### src/rtl/watch_pkg.sv
// Shared calendar constants, field widths and date helper functions.
// Latency: none, pure declarations and combinational functions.
// Backpressure: not applicable.
package watch_pkg;

   localparam int FIELD_W = 8;
   localparam int WDAY_W  = 3;

   localparam logic [FIELD_W-1:0] JAN = 8'd1;
   localparam logic [FIELD_W-1:0] FEB = 8'd2;
   localparam logic [FIELD_W-1:0] MAR = 8'd3;
   localparam logic [FIELD_W-1:0] APR = 8'd4;
   localparam logic [FIELD_W-1:0] MAY = 8'd5;
   localparam logic [FIELD_W-1:0] JUN = 8'd6;
   localparam logic [FIELD_W-1:0] JUL = 8'd7;
   localparam logic [FIELD_W-1:0] AUG = 8'd8;
   localparam logic [FIELD_W-1:0] SEP = 8'd9;
   localparam logic [FIELD_W-1:0] OCT = 8'd10;
   localparam logic [FIELD_W-1:0] NOV = 8'd11;
   localparam logic [FIELD_W-1:0] DEC = 8'd12;

   localparam logic [WDAY_W-1:0] SUN = 3'd0;
   localparam logic [WDAY_W-1:0] MON = 3'd1;
   localparam logic [WDAY_W-1:0] TUE = 3'd2;
   localparam logic [WDAY_W-1:0] WED = 3'd3;
   localparam logic [WDAY_W-1:0] THU = 3'd4;
   localparam logic [WDAY_W-1:0] FRI = 3'd5;
   localparam logic [WDAY_W-1:0] SAT = 3'd6;

   // Time-of-day bundle used for the tick successor computation.
   typedef struct packed {
      logic [FIELD_W-1:0] hour;
      logic [FIELD_W-1:0] minute;
      logic [FIELD_W-1:0] second;
   } hms_t;

   // Gregorian rule on the absolute year base + offset.
   function automatic logic is_leap(input int unsigned year, input int unsigned base);
      int unsigned y;
      y = base + year;
      return ((y % 4) == 0) && (((y % 100) != 0) || ((y % 400) == 0));
   endfunction

   // Returns 0 for an out-of-range month so callers can reject it.
   function automatic logic [FIELD_W-1:0] days_in_month(input logic [FIELD_W-1:0] month,
                                                        input logic leap);
      logic [FIELD_W-1:0] d;
      case (month)
         FEB:                               d = leap ? 8'd29 : 8'd28;
         APR, JUN, SEP, NOV:                d = 8'd30;
         JAN, MAR, MAY, JUL, AUG, OCT, DEC: d = 8'd31;
         default:                           d = 8'd0;
      endcase
      return d;
   endfunction

endpackage

### src/rtl/watch_days_in_month.sv
// Month length and leap flag for a given (month, year offset).
// Latency: combinational.
// Backpressure: not applicable.
module watch_days_in_month
   import watch_pkg::*;
#(
   parameter int unsigned YEAR_W    = 8,
   parameter int unsigned YEAR_BASE = 2000,
   parameter bit          LEAP_EN   = 1'b1
) (
   input  logic [FIELD_W-1:0] month,
   input  logic [YEAR_W-1:0]  year,
   output logic [FIELD_W-1:0] maxday,
   output logic               leap
);

   // Leap flag is suppressed entirely when the leap rule is disabled.
   always_comb begin
      leap   = LEAP_EN && is_leap(32'(year), YEAR_BASE);
      maxday = days_in_month(month, leap);
   end

endmodule

### src/rtl/watch_calendar_gen.sv
// Calendar/time-of-day counter with validated load, weekday, 12h view and alarm.
// Latency: 1 cycle from clk1sec/set_time to updated registers and pulses.
// Backpressure: none; set_time wins over a same-cycle clk1sec, which is dropped.
module watch_calendar_gen
   import watch_pkg::*;
#(
   parameter int unsigned       YEAR_W    = 8,
   parameter int unsigned       YEAR_BASE = 2000,
   parameter logic [WDAY_W-1:0] WDAY_RST  = SAT,
   parameter bit                LEAP_EN   = 1'b1
) (
   input  logic                clk,
   input  logic                rst,
   input  logic                clk1sec,
   input  logic                set_time,
   input  logic [YEAR_W+39:0]  bin_time,
   input  logic [WDAY_W-1:0]   set_wday,
   input  logic                alarm_en,
   input  logic [15:0]         alarm_time,
   output logic [YEAR_W-1:0]   year,
   output logic [FIELD_W-1:0]  month,
   output logic [FIELD_W-1:0]  day,
   output logic [FIELD_W-1:0]  hour,
   output logic [FIELD_W-1:0]  minute,
   output logic [FIELD_W-1:0]  second,
   output logic [WDAY_W-1:0]   wday,
   output logic                leap,
   output logic [FIELD_W-1:0]  hour12,
   output logic                pm,
   output logic                day_end,
   output logic                alarm,
   output logic                set_err
);

   // Load fields unpacked from the flat load bus.
   logic [YEAR_W-1:0]  ld_year;
   logic [FIELD_W-1:0] ld_month, ld_day, ld_hour, ld_minute, ld_second;
   logic [FIELD_W-1:0] ld_maxday;
   logic               ld_leap;
   logic               ld_ok;

   assign ld_year   = bin_time[YEAR_W+39:40];
   assign ld_month  = bin_time[39:32];
   assign ld_day    = bin_time[31:24];
   assign ld_hour   = bin_time[23:16];
   assign ld_minute = bin_time[15:8];
   assign ld_second = bin_time[7:0];

   logic [FIELD_W-1:0] cur_maxday;

   // Running date: month length for the rollover and the exported leap flag.
   watch_days_in_month #(
      .YEAR_W    (YEAR_W),
      .YEAR_BASE (YEAR_BASE),
      .LEAP_EN   (LEAP_EN)
   ) u_dim_cur (
      .month  (month),
      .year   (year),
      .maxday (cur_maxday),
      .leap   (leap)
   );

   // Load candidate: the day is validated against its own month and year.
   watch_days_in_month #(
      .YEAR_W    (YEAR_W),
      .YEAR_BASE (YEAR_BASE),
      .LEAP_EN   (LEAP_EN)
   ) u_dim_ld (
      .month  (ld_month),
      .year   (ld_year),
      .maxday (ld_maxday),
      .leap   (ld_leap)
   );

   // ld_maxday is 0 for an invalid month, so the day range check also covers month.
   always_comb begin
      ld_ok = (ld_maxday != 8'd0) && (ld_day >= 8'd1) && (ld_day <= ld_maxday) &&
              (ld_hour < 8'd24) && (ld_minute < 8'd60) && (ld_second < 8'd60) &&
              (set_wday <= SAT);
   end

   // Successor state for one tick, cascading carries from seconds to years.
   hms_t               nxt_hms;
   logic [FIELD_W-1:0] nxt_day, nxt_month;
   logic [YEAR_W-1:0]  nxt_year;
   logic [WDAY_W-1:0]  nxt_wday;
   logic               nxt_day_end;
   logic               alarm_hit;

   // Tick successor cascade.
   always_comb begin
      nxt_hms.hour   = hour;
      nxt_hms.minute = minute;
      nxt_hms.second = second;
      nxt_day        = day;
      nxt_month      = month;
      nxt_year       = year;
      nxt_wday       = wday;
      nxt_day_end    = 1'b0;
      if (second < 8'd59) begin
         nxt_hms.second = second + 8'd1;
      end else begin
         nxt_hms.second = 8'd0;
         if (minute < 8'd59) begin
            nxt_hms.minute = minute + 8'd1;
         end else begin
            nxt_hms.minute = 8'd0;
            if (hour < 8'd23) begin
               nxt_hms.hour = hour + 8'd1;
            end else begin
               nxt_hms.hour = 8'd0;
               nxt_wday     = (wday == SAT) ? SUN : wday + 3'd1;
               nxt_day_end  = 1'b1;
               if (day < cur_maxday) begin
                  nxt_day = day + 8'd1;
               end else begin
                  nxt_day = 8'd1;
                  if (month < DEC) begin
                     nxt_month = month + 8'd1;
                  end else begin
                     nxt_month = JAN;
                     nxt_year  = year + YEAR_W'(1);
                  end
               end
            end
         end
      end
   end

   // Alarm fires only on a tick landing exactly on HH:MM:00.
   always_comb begin
      alarm_hit = alarm_en &&
                  (nxt_hms.hour   == alarm_time[15:8]) &&
                  (nxt_hms.minute == alarm_time[7:0]) &&
                  (nxt_hms.second == 8'd0);
   end

   // Calendar state and one-cycle pulses: reset > load > tick.
   always_ff @(posedge clk) begin
      day_end <= 1'b0;
      alarm   <= 1'b0;
      set_err <= 1'b0;
      if (!rst) begin
         year   <= '0;
         month  <= JAN;
         day    <= 8'd1;
         hour   <= 8'd0;
         minute <= 8'd0;
         second <= 8'd0;
         wday   <= WDAY_RST;
      end else if (set_time) begin
         if (ld_ok) begin
            year   <= ld_year;
            month  <= ld_month;
            day    <= ld_day;
            hour   <= ld_hour;
            minute <= ld_minute;
            second <= ld_second;
            wday   <= set_wday;
         end else begin
            set_err <= 1'b1;
         end
      end else if (clk1sec) begin
         year    <= nxt_year;
         month   <= nxt_month;
         day     <= nxt_day;
         hour    <= nxt_hms.hour;
         minute  <= nxt_hms.minute;
         second  <= nxt_hms.second;
         wday    <= nxt_wday;
         day_end <= nxt_day_end;
         alarm   <= alarm_hit;
      end
   end

   // 12-hour display view.
   always_comb begin
      pm = (hour >= 8'd12);
      if (hour == 8'd0 || hour == 8'd12) hour12 = 8'd12;
      else if (hour > 8'd12)             hour12 = hour - 8'd12;
      else                               hour12 = hour;
   end

endmodule

### config.mk
export PLATFORM = sky130hd
export DESIGN_NAME = watch_calendar_gen
export DESIGN_NICKNAME = d
export VERILOG_FILES = /design/src/rtl/watch_pkg.sv /design/src/rtl/watch_days_in_month.sv /design/src/rtl/watch_calendar_gen.sv
export SDC_FILE = /design/constraint.sdc
export NUM_CORES = 1
export LEC_CHECK = 0
export ABC_AREA = 1
export CAP_MARGIN = 20
export CORE_UTILIZATION = 41
export DETAILED_ROUTE_END_ITERATION = 6
export GPL_TIMING_DRIVEN = 0
export PLACE_DENSITY = 0.69
export SLEW_MARGIN = 20
export SYNTH_ARGS = -nofsm -noshare
export SYNTH_HDL_FRONTEND = slang
export SYNTH_SLANG_ARGS = --single-unit
### constraint.sdc
create_clock -name clk -period 8.8 [get_ports clk]
set_input_delay 2.2 -clock clk [delete_from_list [all_inputs] [get_ports clk]]
set_output_delay 2.2 -clock clk [all_outputs]
set_load 0.05 [all_outputs]
==> results.ini, run 1 <==
[setup_path]
cp-start-kind = input pin
r2r_end = year[4]$_SDFFE_PN0P_
r2r.worst_path.cells = 43
crit_slowest_cell = a221oi_1
cp.arrival_ps = 8430
r2r-start = year[4]$_SDFFE_PN0P_
max_stage_delay_ps = 320
cpMostUsedCell = nand2_1
cp-end-kind = flip-flop
required_ps = 9010
r2r_slack_ps = 3470
worstPathMaxFanout = 10
crit_type = in2reg

[cts]
clkSinkCount = 54
cts.htree.levels = 2
clock_tree.buffer_depth = 2
root_buffer = clkbuf_16
cts_buffers = 5
clk_pin_slew_ps = 70
cts_tree = yes
insertion_delay_ps = 310

[floorplan]
pin_count = 136
coreArea_um2 = 13200
start_util = 0.419
dieArea_um2 = 14000
die_w_um = 118
rows = 42
die_h_um = 118

[global_route]
grt_usage = 0.250
antenna_found_initial = 0
grt_pass1_wl_um = 28800
grt_pass1_vias = 5971
met3_usage = 0.0251
grt_max_degree = 16
grt_use_met2 = 0.421
use_met1 = 0.338
gr-total-overflow = 0
top_usage_layer = met2

[synthesis]
yosysUniqueCellTypes = 52
synth_top_area_share = 0.195
synth_nets = 1027
synth_top_area_cell = dfxtp_1
synthCells = 924
synth_seq_cells = 54
synth_edf_count = 0
synth_area_um2 = 5550
ys.flop_type = dfxtp_1
ys_seq_area_frac = 0.195
async_flop_share = 0
synth_area_leaders = dfxtp_1 19%, nand2_1 15%, inv_1 8.2%
synth.avg_cell_area_um2 = 6.00
synth_warnings = 0

[timing]
hold_viol = 0
slew_headroom = 0.523
finalCritPeriodShare = 0.934
fin_ws_ps = 579
worst_pin_slew_ps = 710
fin_crit_ps = 8220
finalSetupViolCount = 0
finClkSkew_ps = 6.80
drv_slew = 0
fmax_ghz = 0.122

[power_and_ir_drop]
max-vdd-ir-drop_v = 0.0000712
power_density_nw_per_um2 = 112
p_leak_nw = 3.52

[place]
dpl.hpwl_um = 13600
port_buffers = 134
post_dp_cell_area_um2 = 7110
gp_congestion = 0.878
post-place-ws_ps = -903

[finish]
num-fill-cells = 1340
drive_gt1_frac = 0.0936
stdcell_area_um2 = 7580
multiInputGateArea_um2 = 4040
area_growth_pct = 36.6
n_antenna_cell = 0
nets = 1181
regArea_um2 = 1080

[detailed_routing]
ant_nets = 0
drt-pass1-iter-count = 5
wire_per_inst_um = 14.0
drcViolationCount = 0
vias = 6583
wirelength_um = 17600
drt_iter0_drc = 449
viasPerCell = 5.25

[min_path]
hp-start = day[7]$_SDFFE_PN0P_
min_path_type = reg2reg
hold_end = day[7]$_SDFFE_PN0P_
worstHoldPathCells = 2

[status]
status = completed

[flow_run]
cap_violations = 0

## placed cells by master, fill, tap and decap left out, types with 4 or more instances in the layout
master | Yosys | final
nand3_1 | 53 | 47
nand3_2 | 5 | 8
nor2_1 | 105 | 100
xnor2_1 | 11 | 11
clkbuf_16 | 0 | 5
o21ai_1 | 6 | 4
a211oi_1 | 6 | 5
a21oi_1 | 60 | 59
ha_1 | 31 | 30
o211ai_1 | 4 | 4
buf_4 | 1 | 14
nor4_1 | 8 | 7
nand2_1 | 222 | 217
nand2_4 | 3 | 5
a31oi_1 | 13 | 13
xor2_1 | 21 | 20
nor3_1 | 23 | 23
nand4_1 | 31 | 31
inv_1 | 121 | 118
nor2_4 | 3 | 4
dfxtp_1 | 54 | 54
nand2_2 | 12 | 15
o21ai_0 | 64 | 63
nand3_4 | 4 | 7
clkbuf_1 | 18 | 14
inv_2 | 4 | 7
clkdlybuf4s50_1 | 0 | 130
nor2_2 | 2 | 6
## report_power, final
part,internal (mW),switching [mW]
Clock,0.129,0.101
Sequential,0.251,0.00996
Combinational,0.140,0.216
## metrics by stage
step	utilization	total power, mW	setup TNS, ps	cells	hold slack (ps)
after floorplan	-	0.473	0	924	675
after global placement	0.537	0.575	-42100	1234	444
after detailed placement	0.537	0.576	-39120	1234	447
after CTS	0.553	0.809	0	1242	459
after global routing	0.572	0.891	-1590	1255	495
final	0.572	0.848	0	1255	459
## cell usage after synthesis (11+ instances only)
cell type  number
nand2_1       222
nand2_2        12
clkbuf_1       18
xnor2_1        11
inv_1         121
nor2_1        105
o21ai_0        64
nor3_1         23
ha_1           31
xor2_1         21
a21oi_1        60
nand4_1        31
dfxtp_1        54
nand3_1        53
a31oi_1        13
## worst max-delay path, delay by kind of cell
kind / cells / cell delay (ps)
xor gates and xnor gates: 1 / 160
adders and majority gates: 3 / 640
and+or+nand+nor: 30 / 3420
buffers and inverters: 9 / 840
AOI/OAI and AO/OA: 9 / 1150
## cells by family (layout without fill, tap and decap cells)
family	after synthesis	in the layout	synth area share
fa+ha+maj	31	31	0.0699
compound gates	173	173	0.177
xor+xnor	32	32	0.0505
buf+inv	149	304	0.105
simple gates	485	485	0.403
flops	54	54	0.195
## worst max path at each step
stage               depth (start not counted)         start  slack [ps]                      to
floorplan                                  50  bin_time[44]         950     day[0]$_SDFFE_PN1P_
global placement                           50  bin_time[44]        -970   month[1]$_SDFFE_PN0P_
detailed placement                         50  bin_time[44]        -900    hour[0]$_SDFFE_PN0P_
CTS                                        52  bin_time[45]           8  minute[2]$_SDFFE_PN0P_
global route                               55  bin_time[44]         -80    year[4]$_SDFFE_PN0P_
finish                                     52  bin_time[44]         580    hour[3]$_SDFFE_PN0P_
## metal layers
metal  part of all wire  wire [µm]  vias to the layer above
li1                   -          -                     3381
met1               0.47       8340                     3000
met2               0.47       8200                      183
met3              0.044        780                       19
met4              0.015        263                        0
met5                  0          0                        -
## sequential cells by signal (all words and copies together), names as in the netlist
register and cells:
minute 8, alarm 1, second 8, wday 3, hour 8, day_end 1, month 8, set_err 1
year 8, day 8
## timing repair
item / CTS / global route
buffers inserted: 0 / 13
gates resized for setup: 18 / 47
hold buffers: 0 / 0
pin swaps: 0 / 17
setup endpoints to repair: 51 / 52
## area by class of cell
| class | count | share of cell area |
|---|---|---|
| multi-input cells | 721 | 0.534 |
| repair buffers | 147 | 0.193 |
| flip-flops and latches | 54 | 0.143 |
| inverters | 127 | 0.0634 |
| well taps | 176 | 0.0291 |
| clock buffers | 8 | 0.0220 |
| plain buffers | 22 | 0.0168 |
(Power assumes the default switching activity.)
==> inputs of run 2 (changes only) <==
--- a/config.mk
+++ b/config.mk
@@ -7,10 +7,11 @@
 export LEC_CHECK = 0
 export ABC_AREA = 1
 export CAP_MARGIN = 20
-export CORE_UTILIZATION = 41
+export CORE_UTILIZATION = 51
+export CTS_CLUSTER_DIAMETER = 40
 export DETAILED_ROUTE_END_ITERATION = 6
 export GPL_TIMING_DRIVEN = 0
-export PLACE_DENSITY = 0.69
+export PLACE_DENSITY = 0.83
 export SLEW_MARGIN = 20
 export SYNTH_ARGS = -nofsm -noshare
 export SYNTH_HDL_FRONTEND = slang
==> run 2 against run 1 <==
Compared with the run above:
- non-clock buffer count increased by 1
- global-route usage increased by 5.8 points
- register-to-register slack got worse by 30 ps
- critical path depth decreased by 4
- setup slack got worse by 250 ps
- combinational power increased by 6.7%
- sequential share of layout area increased by 0.21 points
- largest cell class unchanged
- core utilization increased by 14 points
- final area decreased by 1.4%
- clock power decreased by 23%
- largest power group unchanged
- sequential power about the same
==> results.ini, run 2 (synthesis results as in run 1) <==
[global_route]
grt_max_degree = 18
antenna_found_initial = 0
gr-total-overflow = 0
use_met1 = 0.402
grt_usage = 0.308
met3_usage = 0.0356
top_usage_layer = met2
grt_use_met2 = 0.532
grt_pass1_vias = 6180
grt_pass1_wl_um = 28600

[cts]
clkSinkCount = 54
cts_tree = yes
insertion_delay_ps = 320
cts.htree.levels = 2
root_buffer = clkbuf_8
clock_tree.buffer_depth = 2
clk_pin_slew_ps = 110
cts_buffers = 5

[timing]
finalSetupViolCount = 0
fmax_ghz = 0.118
finalCritPeriodShare = 0.963
fin_crit_ps = 8470
rsz0062_at_grt = true
whs_ps = 465
slew_headroom = 0.533
worst_pin_slew_ps = 694
drv_slew = 0
finClkSkew_ps = 11.7
hold_viol = 0

[floorplan]
rows = 37
pin_count = 136
dieArea_um2 = 11300
start_util = 0.532
die_w_um = 106
die_h_um = 106
coreArea_um2 = 10400

[flow_run]
cap_violations = 0

[setup_path]
cp-end-kind = flip-flop
crit_buf_inv = 8
cp-start-kind = input pin
required_ps = 9050
worstPathMaxFanout = 10
path_delay_family = simple AND/OR/NAND/NOR gates
max_stage_delay_ps = 520
cp.arrival_ps = 8720
crit_type = in2reg
cpMostUsedCell = nand2_1
crit_slowest_cell = clkdlybuf4s50_1

[power_and_ir_drop]
max-vdd-ir-drop_v = 0.0000849
p_leak_nw = 3.50
total_power_mw = 0.820
power_density_nw_per_um2 = 110

[status]
status = completed

[finish]
multiInputGateArea_um2 = 4050
num-fill-cells = 892
layout_common_cells = 214 x nand2_1, 131 x clkdlybuf4s50_1, 119 x inv_1, 98 x nor2_1, 63 x o21ai_0
n_antenna_cell = 0
drive_gt1_frac = 0.0981
final_common_cell = nand2_1
regArea_um2 = 1080
area_growth_pct = 34.6
nets = 1182

[detailed_routing]
viasPerCell = 5.60
drcViolationCount = 0
drt-pass1-iter-count = 5
wirelength_um = 17700
ant_nets = 0
drt_iter0_drc = 441
wire_per_inst_um = 14.6
vias = 6811

[place]
gp_congestion = 0.920
port_buffers = 134
dpl.hpwl_um = 13400

[min_path]
min_path_type = reg2reg

[run 2: where the power goes]
part | switching, mW | total, mW | internal (mW)
Clock | 0.0928 | 0.178 | 0.0856
Combinational | 0.234 | 0.380 | 0.146
Sequential | 0.0101 | 0.261 | 0.251
[run 2: final cells by class]
| class | count | share of cell area |
|---|---|---|
| Buffer | 22 | 0.0154 |
| Clock buffer | 5 | 0.00921 |
| Clock inverter | 3 | 0.00586 |
| Inverter | 127 | 0.0645 |
| Multi-Input combinational cell | 721 | 0.542 |
| Sequential cell | 54 | 0.145 |
| Tap cell | 136 | 0.0228 |
| Timing Repair Buffer | 148 | 0.195 |
[run 2: metal layers]
layer  vias up  wire, µm
li1       3375         -
met1      3087      7530
met2       303      8500
met3        46      1240
met4         0       428
met5         -         0
[run 2: final timing paths]
path | slack (ps) | depth (start not counted) | to | from
setup reg to reg | 3440 | 42 | month[1]$_SDFFE_PN0P_ | year[4]$_SDFFE_PN0P_
hold reg to reg | 460 | 2 | month[4]$_SDFFE_PN0P_ | month[4]$_SDFFE_PN0P_
hold / removal | 460 | 2 | month[4]$_SDFFE_PN0P_ | month[4]$_SDFFE_PN0P_
setup / recovery | 330 | 48 | minute[1]$_SDFFE_PN0P_ | bin_time[47]
[run 2: per-stage QoR]
| stage | std cells | setup slack (ps) | setup TNS [ps] | instance area (µm²) | utilization |
|---|---|---|---|---|---|
| after floorplan | 924 | 951 | 0 | 5550 | - |
| after global placement | 1194 | -806 | -34070 | 7060 | 0.678 |
| after detailed placement | 1194 | -974 | -41350 | 7060 | 0.678 |
| after CTS | 1204 | 11.5 | 0 | 7240 | 0.695 |
| after global routing | 1216 | -199 | -6400 | 7470 | 0.717 |
| final | 1216 | 328 | 0 | 7470 | 0.717 |
[run 2: worst register-to-register path: cells and delay by family, from the launching register on]
kind                       cells  cell delay (ps)
DFF                            1              440
AOI/OAI and AO/OA              3              480
and+or+nand+nor               36             3710
buffers and inverters          1               50
adders and majority gates      2              620
[run 2: timing repair]
action / CTS / global route
hold buffers: 0 / 0
buffers inserted: 2 / 12
gates resized for setup: 20 / 42
endpoints found under the setup margin: 51 / 52
pin swaps: 2 / 15
